--- src/rtl/acorn128_dec_core.sv ---
`default_nettype none
// ============================================================================
// Module  : acorn128_dec_core
// Purpose : ACORN-128 bit-serial decryption datapath. Each accepted
//           ciphertext bit advances the 293-bit state by one step and yields
//           one plaintext bit.
//           Default build: every plaintext bit is emitted as its own output
//           word (m_data[0]).
//           Build option ACORN_DEC_BYTE_EN: eight plaintext bits are packed
//           LSB-first into each output byte.
// Ports   : clk, rst_n         - clock, asynchronous active-low reset
//           load, state_in     - load a fresh 293-bit cipher state
//           ca_in, cb_in       - ACORN control bits for the current step
//           c_valid/c_ready/c_bit - ciphertext bit stream
//           m_valid/m_ready/m_data - plaintext stream
//           state_out          - current internal state
//           bit_cnt            - ciphertext bits accepted since last load
// Revision: 1.0 - initial release
// ============================================================================
module acorn128_dec_core #(
    parameter int CNT_W = 32
) (
    input  logic             clk,
    input  logic             rst_n,
    input  logic             load,
    input  logic [292:0]     state_in,
    input  logic             ca_in,
    input  logic             cb_in,
    input  logic             c_valid,
    output logic             c_ready,
    input  logic             c_bit,
    output logic             m_valid,
    input  logic             m_ready,
    output logic [7:0]       m_data,
    output logic [292:0]     state_out,
    output logic [CNT_W-1:0] bit_cnt
);

    localparam logic [CNT_W-1:0] C_CNT_ONE = CNT_W'(1);

    logic [292:0]     r_state;
    logic [CNT_W-1:0] r_bit_cnt;
    logic             r_m_valid;
    logic [7:0]       r_m_data;
`ifdef ACORN_DEC_BYTE_EN
    // Bits 0..6 of the byte being assembled; bit 7 goes straight to m_data.
    logic [6:0]       r_acc;
    logic [2:0]       r_acc_cnt;
`endif

    logic             w_accept;
    logic [292:0]     w_t;
    logic             w_ks;
    logic             w_m;
    logic             w_f;
    logic [292:0]     w_next;

    function automatic logic maj(input logic x, input logic y, input logic z);
        return (x & y) | (x & z) | (y & z);
    endfunction

    function automatic logic ch(input logic x, input logic y, input logic z);
        return (x & y) ^ (~x & z);
    endfunction

    // The output register may be refilled in the same cycle it is drained,
    // so a stalled consumer is the only thing that blocks the input.
    assign c_ready  = ~load & (~r_m_valid | m_ready);
    assign w_accept = c_valid & c_ready;

    // LFSR feedback taps folded into the six register boundaries.
    always_comb begin
        w_t      = r_state;
        w_t[289] = r_state[289] ^ r_state[235] ^ r_state[230];
        w_t[230] = r_state[230] ^ r_state[196] ^ r_state[193];
        w_t[193] = r_state[193] ^ r_state[160] ^ r_state[154];
        w_t[154] = r_state[154] ^ r_state[111] ^ r_state[107];
        w_t[107] = r_state[107] ^ r_state[66]  ^ r_state[61];
        w_t[61]  = r_state[61]  ^ r_state[23]  ^ r_state[0];
    end

    assign w_ks   = w_t[12] ^ w_t[154] ^ maj(w_t[235], w_t[61], w_t[193])
                  ^ ch(w_t[230], w_t[111], w_t[66]);
    assign w_m    = c_bit ^ w_ks;
    assign w_f    = w_t[0] ^ ~w_t[107] ^ maj(w_t[244], w_t[23], w_t[160])
                  ^ (ca_in & w_t[196]) ^ (cb_in & w_ks);
    // Decryption feeds the recovered plaintext back, matching the encryptor.
    assign w_next = {w_f ^ w_m, w_t[292:1]};

    always_ff @(posedge clk or negedge rst_n) begin
        if (!rst_n) begin
            r_state   <= '0;
            r_bit_cnt <= '0;
            r_m_valid <= 1'b0;
            r_m_data  <= '0;
`ifdef ACORN_DEC_BYTE_EN
            r_acc     <= '0;
            r_acc_cnt <= '0;
`endif
        end else if (load) begin
            // Load outranks any accept; c_ready is low so c_bit is ignored.
            r_state   <= state_in;
            r_bit_cnt <= '0;
            r_m_valid <= 1'b0;
`ifdef ACORN_DEC_BYTE_EN
            r_acc     <= '0;
            r_acc_cnt <= '0;
`endif
        end else begin
            if (w_accept) begin
                r_state   <= w_next;
                r_bit_cnt <= r_bit_cnt + C_CNT_ONE;
            end
`ifdef ACORN_DEC_BYTE_EN
            if (w_accept && (r_acc_cnt == 3'd7)) begin
                r_m_valid <= 1'b1;
                r_m_data  <= {w_m, r_acc};
                r_acc     <= '0;
                r_acc_cnt <= '0;
            end else begin
                if (w_accept) begin
                    r_acc[r_acc_cnt] <= w_m;
                    r_acc_cnt        <= r_acc_cnt + 3'd1;
                end
                if (m_ready) begin
                    r_m_valid <= 1'b0;
                end
            end
`else
            if (w_accept) begin
                r_m_valid <= 1'b1;
                r_m_data  <= {7'b0, w_m};
            end else if (m_ready) begin
                r_m_valid <= 1'b0;
            end
`endif
        end
    end

    assign m_valid   = r_m_valid;
    assign m_data    = r_m_data;
    assign state_out = r_state;
    assign bit_cnt   = r_bit_cnt;

endmodule
`default_nettype wire

--- config.mk ---
export PLATFORM = sky130hd
export DESIGN_NAME = acorn128_dec_core
export DESIGN_NICKNAME = d
export VERILOG_FILES = /design/src/rtl/acorn128_dec_core.sv
export SDC_FILE = /design/constraint.sdc
export NUM_CORES = 1
export LEC_CHECK = 0
export CAP_MARGIN = 0
export CORE_AREA = 5 5 246 248
export DETAILED_ROUTE_END_ITERATION = 6
export DIE_AREA = 0 0 251 253
export MAX_ROUTING_LAYER = met4
export PLACE_DENSITY = 0.58
export SYNTH_ARGS = -nofsm -noshare
export SYNTH_HDL_FRONTEND = slang
export SYNTH_SLANG_ARGS = --single-unit
--- constraint.sdc ---
create_clock -name clk -period 3 [get_ports clk]
set_clock_uncertainty 0.1 [all_clocks]
set_input_delay 0.3 -clock clk [delete_from_list [all_inputs] [get_ports clk]]
set_output_delay 0.3 -clock clk [all_outputs]
set_load 0.01 [all_outputs]
==> flow_metrics.tcl, run 1 <==
set metrics [dict create \
    drtIter0Drc 678 \
    synth_cell_type_count 36 \
    drc 0 \
    worst_hold_slack_ps 231 \
    synth_top_area_share_pct 57.9 \
    fp.dieH_um 253 \
    layout_setup_ws_ps 544 \
    antenna_found_initial 6 \
    reg2reg_to "state_out[292]" \
    yosysSeqAreaShare_pct 57.9 \
    dr.pass1.iters 5 \
    synth_seq_cells 327 \
    fmax_mhz 407 \
    core_area_um2 58200 \
    power.density_nw_per_um2 578 \
    slowest_stage "xnor3_1" \
    dieArea_um2 63500 \
    ctsResizeCount 0 \
    final_util_pct 39.0 \
    cts-root-buf "clkbuf_16" \
    cts_hold_buf 2 \
    cts_buffers 40 \
    synthCells 1484 \
    worstPathRequired_ps 3380 \
    endpoint_kind "flop" \
    syn_area_um2 14100 \
    synth_edf_count 0 \
    final-hold-violation-count 0 \
    path_class "reg2reg" \
    fillers 5720 \
    regArea_um2 8180 \
    setup_viol 0 \
    cts_tree "yes" \
    portBuffers 628 \
    row_count 89 \
    synth.area.top_cells "dfrtp_1 58%, nand2_1 16%, a22oi_1 15%, clkbuf_1 2.7%, xor2_1 1.1%" \
    place_ws_ps 379 \
    instances_no_fill 2891 \
    power.leakage_nw 9.96 \
    cts_buffer_depth 3 \
    via_count 13623 \
    grt_pass1_vias 14127 \
    p_total_mw 13.1 \
    max-cap-violations 0 \
    routed_via_density 4.71 \
    gr-total-overflow 0 \
    min_path_type "in2async" \
    stdcell_area_um2 22700 \
    cts.sinks 327 \
    synth-async-reset-ratio_pct 100 \
    rsz0062_at_grt "false" \
    path_max_fanout 4 \
    place_congestion 0.879 \
    die_x_um 251 \
    clk_pin_slew_worst_paths_ps 60 \
    tns_ps 0 \
    period_needed_ps 2460 \
    min_period_over_period_pct 81.9 \
    avgSynthCellArea_um2 9.52 \
    ios 636 \
    slew_headroom_pct 27.2 \
    arrival_ps 2830 \
    outcome "finished, final reports clean" \
    syn2layout_area_growth_pct 60.9 \
    grt_max_degree 205 \
    routed_wl_mm 58.7 \
    num-nets-final 2389 \
    drive_above_1_share_pct 4.93 \
    cts_setup_buffers 0 \
    ff2ff_setup_slack_ps 540 \
    multi_input_area_um2 5500 \
    synthFlopType "dfrtp_1" \
    insertion_delay_ps 540 \
    rr_worst_depth 5 \
    critical_path.max_stage_delay_ps 560 \
    post-place-cells 2816 \
    critical_path.cell_chain "xnor3_1, mux2i_1, xnor3_1, or4_1, nand3_1" \
    grt_first_pass_wirelength_mm 87.3 \
    max-vdd-ir-drop_mv 0.345 \
    grt.total_usage_pct 18.0 \
    h-tree-depth 2 \
    synth_most_common_cell "nand2_1" \
    cpMostUsedCell "xnor3_1" \
    synthTopCellsByCount "595 x nand2_1, 327 x dfrtp_1, 289 x a22oi_1" \
    reg2reg_from "state_out[230]" \
    start_util_pct 24.3 \
    yosys.area.top_type "dfrtp_1" \
    tightestPinTransition_ps 1090 \
    routedWlPerCell_um 20.3 \
    ant_nets 0 \
    hpwl_mm 42.6 \
    placed_cell_area_um2 21400 \
    start_kind "flop" \
    maxSlewViolCount 0 \
    ys_warn_count 0 \
]
-- where the power goes --
part | internal, mW | switching (mW) | leakage (nW) | total (mW)
clock network | 2.82 | 1.91 | 0.624 | 4.73
logic | 1.64 | 1.34 | 5.35 | 2.98
registers | 4.91 | 0.521 | 3.98 | 5.43
-- cell type report --
class,instances,area share [%]
multi-input combinational,1043,24.2
antenna,7,0.0770
timing repair buffer,668,29.9
clock inverter,8,0.314
inverter,7,0.116
clock buffer,58,5.23
tap,773,4.25
sequential,327,36.0
-- cell families (layout without fill, tap and decap cells) --
family / Yosys count / after routing / share of synthesized area [%]
buf+inv: 120 / 741 / 3.45
fa+ha+maj: 3 / 3 / 0.230
compound gates: 329 / 329 / 16.9
flops: 327 / 327 / 57.9
other cells: 1 / 14 / 0.0265
xor+xnor: 29 / 29 / 2.41
simple gates: 674 / 674 / 19.0
mux: 1 / 1 / 0.0708
-- layer usage --
layer	vias up	track usage (%)	share of wire [%]
li1	6330	-	-
met1	6658	21.8	40
met2	525	28.9	49
met3	110	5.18	7.7
met4	0	6.52	3.5
met5	-	-	0
-- worst max path at each step --
stage                   start        endpoint  slack (ps)  cells after the start
2_1_floorplan  state_out[230]  state_out[292]         840                      5
3_3_place_gp          c_valid  state_out[164]         450                      7
3_5_place_dp          c_valid  state_out[129]         380                      7
4_1_cts        state_out[230]  state_out[292]         490                      5
5_1_grt        state_out[230]  state_out[292]         420                      5
6_report       state_out[230]  state_out[292]         540                      5
-- sequential cells by signal (all words and copies together), names as in the netlist --
name / count
bit_cnt: 32
m_data: 1
m_valid: 1
state_out: 293
-- cells in the final DEF, fill, tap and decap left out, types with 3 or more instances in the layout --
master	count
nand2_1	595
nand4_1	12
o21ai_0	17
clkbuf_1	7
a21oi_1	15
conb_1	7
nor2_1	18
and4_1	4
clkdlybuf4s50_1	626
xor2_1	17
dfrtp_1	327
buf_12	15
a22oi_1	289
buf_4	23
clkbuf_8	10
and3_1	3
clkbuf_16	41
and2_1	3
diode_2	7
nand3_1	16
xnor3_1	3
xnor2_1	6
or4_1	3
inv_1	7
clkinv_2	5
or3_1	12
-- critical path: cells and delay by family (launching register included) --
kind                      cells  cell delay, ps
muxes                         1             200
DFF                           1             510
xor gates and xnor gates      2            1010
and+or+nand+nor               2             580
Note: power is estimated with default switching activity, not from simulation.
==> run 2, diff against run 1 <==
--- a/config.mk
+++ b/config.mk
@@ -6,11 +6,11 @@
 export NUM_CORES = 1
 export LEC_CHECK = 0
 export CAP_MARGIN = 0
-export CORE_AREA = 5 5 246 248
+export CORE_AREA = 5 5 244 246
 export DETAILED_ROUTE_END_ITERATION = 6
-export DIE_AREA = 0 0 251 253
+export DIE_AREA = 0 0 249 251
 export MAX_ROUTING_LAYER = met4
-export PLACE_DENSITY = 0.58
+export PLACE_DENSITY = 0.6
 export SYNTH_ARGS = -nofsm -noshare
 export SYNTH_HDL_FRONTEND = slang
 export SYNTH_SLANG_ARGS = --single-unit
==> constraint.sdc (replaced) <==
create_clock -name clk -period 2.1 [get_ports clk]
set_clock_uncertainty 0.1 [all_clocks]
set_input_delay 0.21 -clock clk [delete_from_list [all_inputs] [get_ports clk]]
set_output_delay 0.21 -clock clk [all_outputs]
set_load 0.01 [all_outputs]
==> run 2 against run 1 <==
The flow now finishes with violations (setup timing). Total power grew 46%. Routed wire length grew 0.88%. Fmax grew 13%. Sequential cell count is the same. Via count grew 1.2%. Core utilization grew 1.9 points. Critical path type unchanged.
==> flow_metrics.tcl, run 2 (synthesis gave the netlist of run 1 again) <==
set metrics [dict create \
    reg2reg_to "state_out[292]" \
    largest_reg_flops 293 \
    cts_buffers 41 \
    routed_via_density 4.68 \
    layout_common_cells "622 x clkdlybuf4s50_1, 595 x nand2_1, 326 x dfrtp_1" \
    tns_ps -70.2 \
    h-tree-depth 2 \
    period_needed_ps 2170 \
    syn2layout_area_growth_pct 65.4 \
    dr.pass1.iters 6 \
    violations "setup timing" \
    power.leakage_nw 10.3 \
    final-hold-violation-count 0 \
    final_common_cell "clkdlybuf4s50_1" \
    power.density_nw_per_um2 822 \
    row_count 88 \
    path_class "reg2reg" \
    grt_max_degree 128 \
    grt.total_usage_pct 18.5 \
    fp.dieH_um 251 \
    num-nets-final 2453 \
    place_ws_ps -192 \
    max-vdd-ir-drop_mv 0.504 \
    reg2reg_from "state_out[230]" \
    clk_pin_slew_worst_paths_ps 60 \
    worst_hold_slack_ps 62.2 \
    drc 0 \
    path_max_fanout 2 \
    worstSetupStartpoint "state_out[230]" \
    maxSlewViolCount 0 \
    grt_pass1_vias 14419 \
    start_util_pct 24.7 \
    ant_nets 0 \
    die_x_um 249 \
    max-cap-violations 0 \
    routedWlPerCell_um 20.1 \
    worstPathRequired_ps 2470 \
    routed_wl_mm 59.2 \
    min_path_type "in2async" \
    rsz0062_at_grt "true" \
    fmax_mhz 461 \
    outcome "complete, but fails checks" \
    portBuffers 628 \
    gr-total-overflow 0 \
    hpwl_mm 44.2 \
    endpoint_kind "flop" \
    setup_viol 1 \
    place_congestion 0.881 \
    min_period_over_period_pct 103 \
    rr_worst_depth 5 \
    cts-root-buf "clkbuf_16" \
    cts.sinks 327 \
    regArea_um2 8180 \
    drive_above_1_share_pct 7.95 \
    core_area_um2 57100 \
    layout_setup_ws_ps -70.2 \
    slew_headroom_pct 30.7 \
    arrival_ps 2540 \
    start_kind "flop" \
    antenna_found_initial 3 \
    via_count 13783 \
    tightestPinTransition_ps 1040 \
    ios 636 \
    fillers 5558 \
    ff2ff_setup_slack_ps -70 \
    grt_first_pass_wirelength_mm 89.2 \
    final_util_pct 40.9 \
    dieArea_um2 62500 \
    crit_end "state_out[292]" \
    drtIter0Drc 796 \
    cts_tree "yes" \
    multi_input_area_um2 5530 \
    cts_buffer_depth 3 \
    insertion_delay_ps 540 \
]
[run 2: per-layer routing]
| metal | share of wire [%] | track usage (%) | up-vias |
|---|---|---|---|
| li1 | - | - | 6447 |
| met1 | 42 | 22.7 | 6778 |
| met2 | 50 | 31.0 | 477 |
| met3 | 6.3 | 4.57 | 81 |
| met4 | 2.5 | 4.71 | 0 |
| met5 | 0 | - | - |
[run 2: per-stage QoR]
step | std cells | instance area (um2) | power (mW)
3_3_place_gp | 2870 | 22000 | 12.3
5_1_grt | 2943 | 23400 | 20.2
3_5_place_dp | 2870 | 22000 | 12.4
2_1_floorplan | 1490 | 14200 | 9.18
6_report | 2943 | 23400 | 19.2
4_1_cts | 2940 | 23300 | 19.6
[run 2: how the worst min path moves through the flow]
| stage | start | endpoint | slack [ps] |
|---|---|---|---|
| after floorplan | rst_n | bit_cnt[0] | -190 |
| after global placement | rst_n | bit_cnt[31] | 40 |
| after detailed placement | rst_n | bit_cnt[31] | 30 |
| after CTS | rst_n | state_out[115] | 40 |
| after global routing | rst_n | bit_cnt[31] | 70 |
| final | rst_n | bit_cnt[31] | 60 |
[run 2: final cells by class]
cell class | instances | area share, %
Tap cell | 765 | 4.10
Timing Repair Buffer | 731 | 31.5
Clock buffer | 58 | 5.05
Sequential cell | 327 | 35.0
Antenna cell | 3 | 0.0321
Clock inverter | 9 | 0.535
Multi-Input combinational cell | 1043 | 23.7
Inverter | 7 | 0.112
[run 2: report_power, final]
group	internal, mW	total [mW]	switching, mW
Combinational	2.53	4.57	2.03
Clock	4.24	6.96	2.72
Sequential	7.02	7.69	0.676
[run 2: critical path, cell delays in order, from the launching register on]
cell and delay [ps]:
dfrtp_1 370, xnor3_2 430, mux2i_1 210, xnor3_1 430
or4_1 480, nand3_1 90
[run 2: timing repair]
item	4_1_cts	5_1_grt
setup endpoints to repair	4	108
endpoints found under the hold margin	280	0
resized for setup	7	6
hold buffers	2	0
setup buffers	1	0
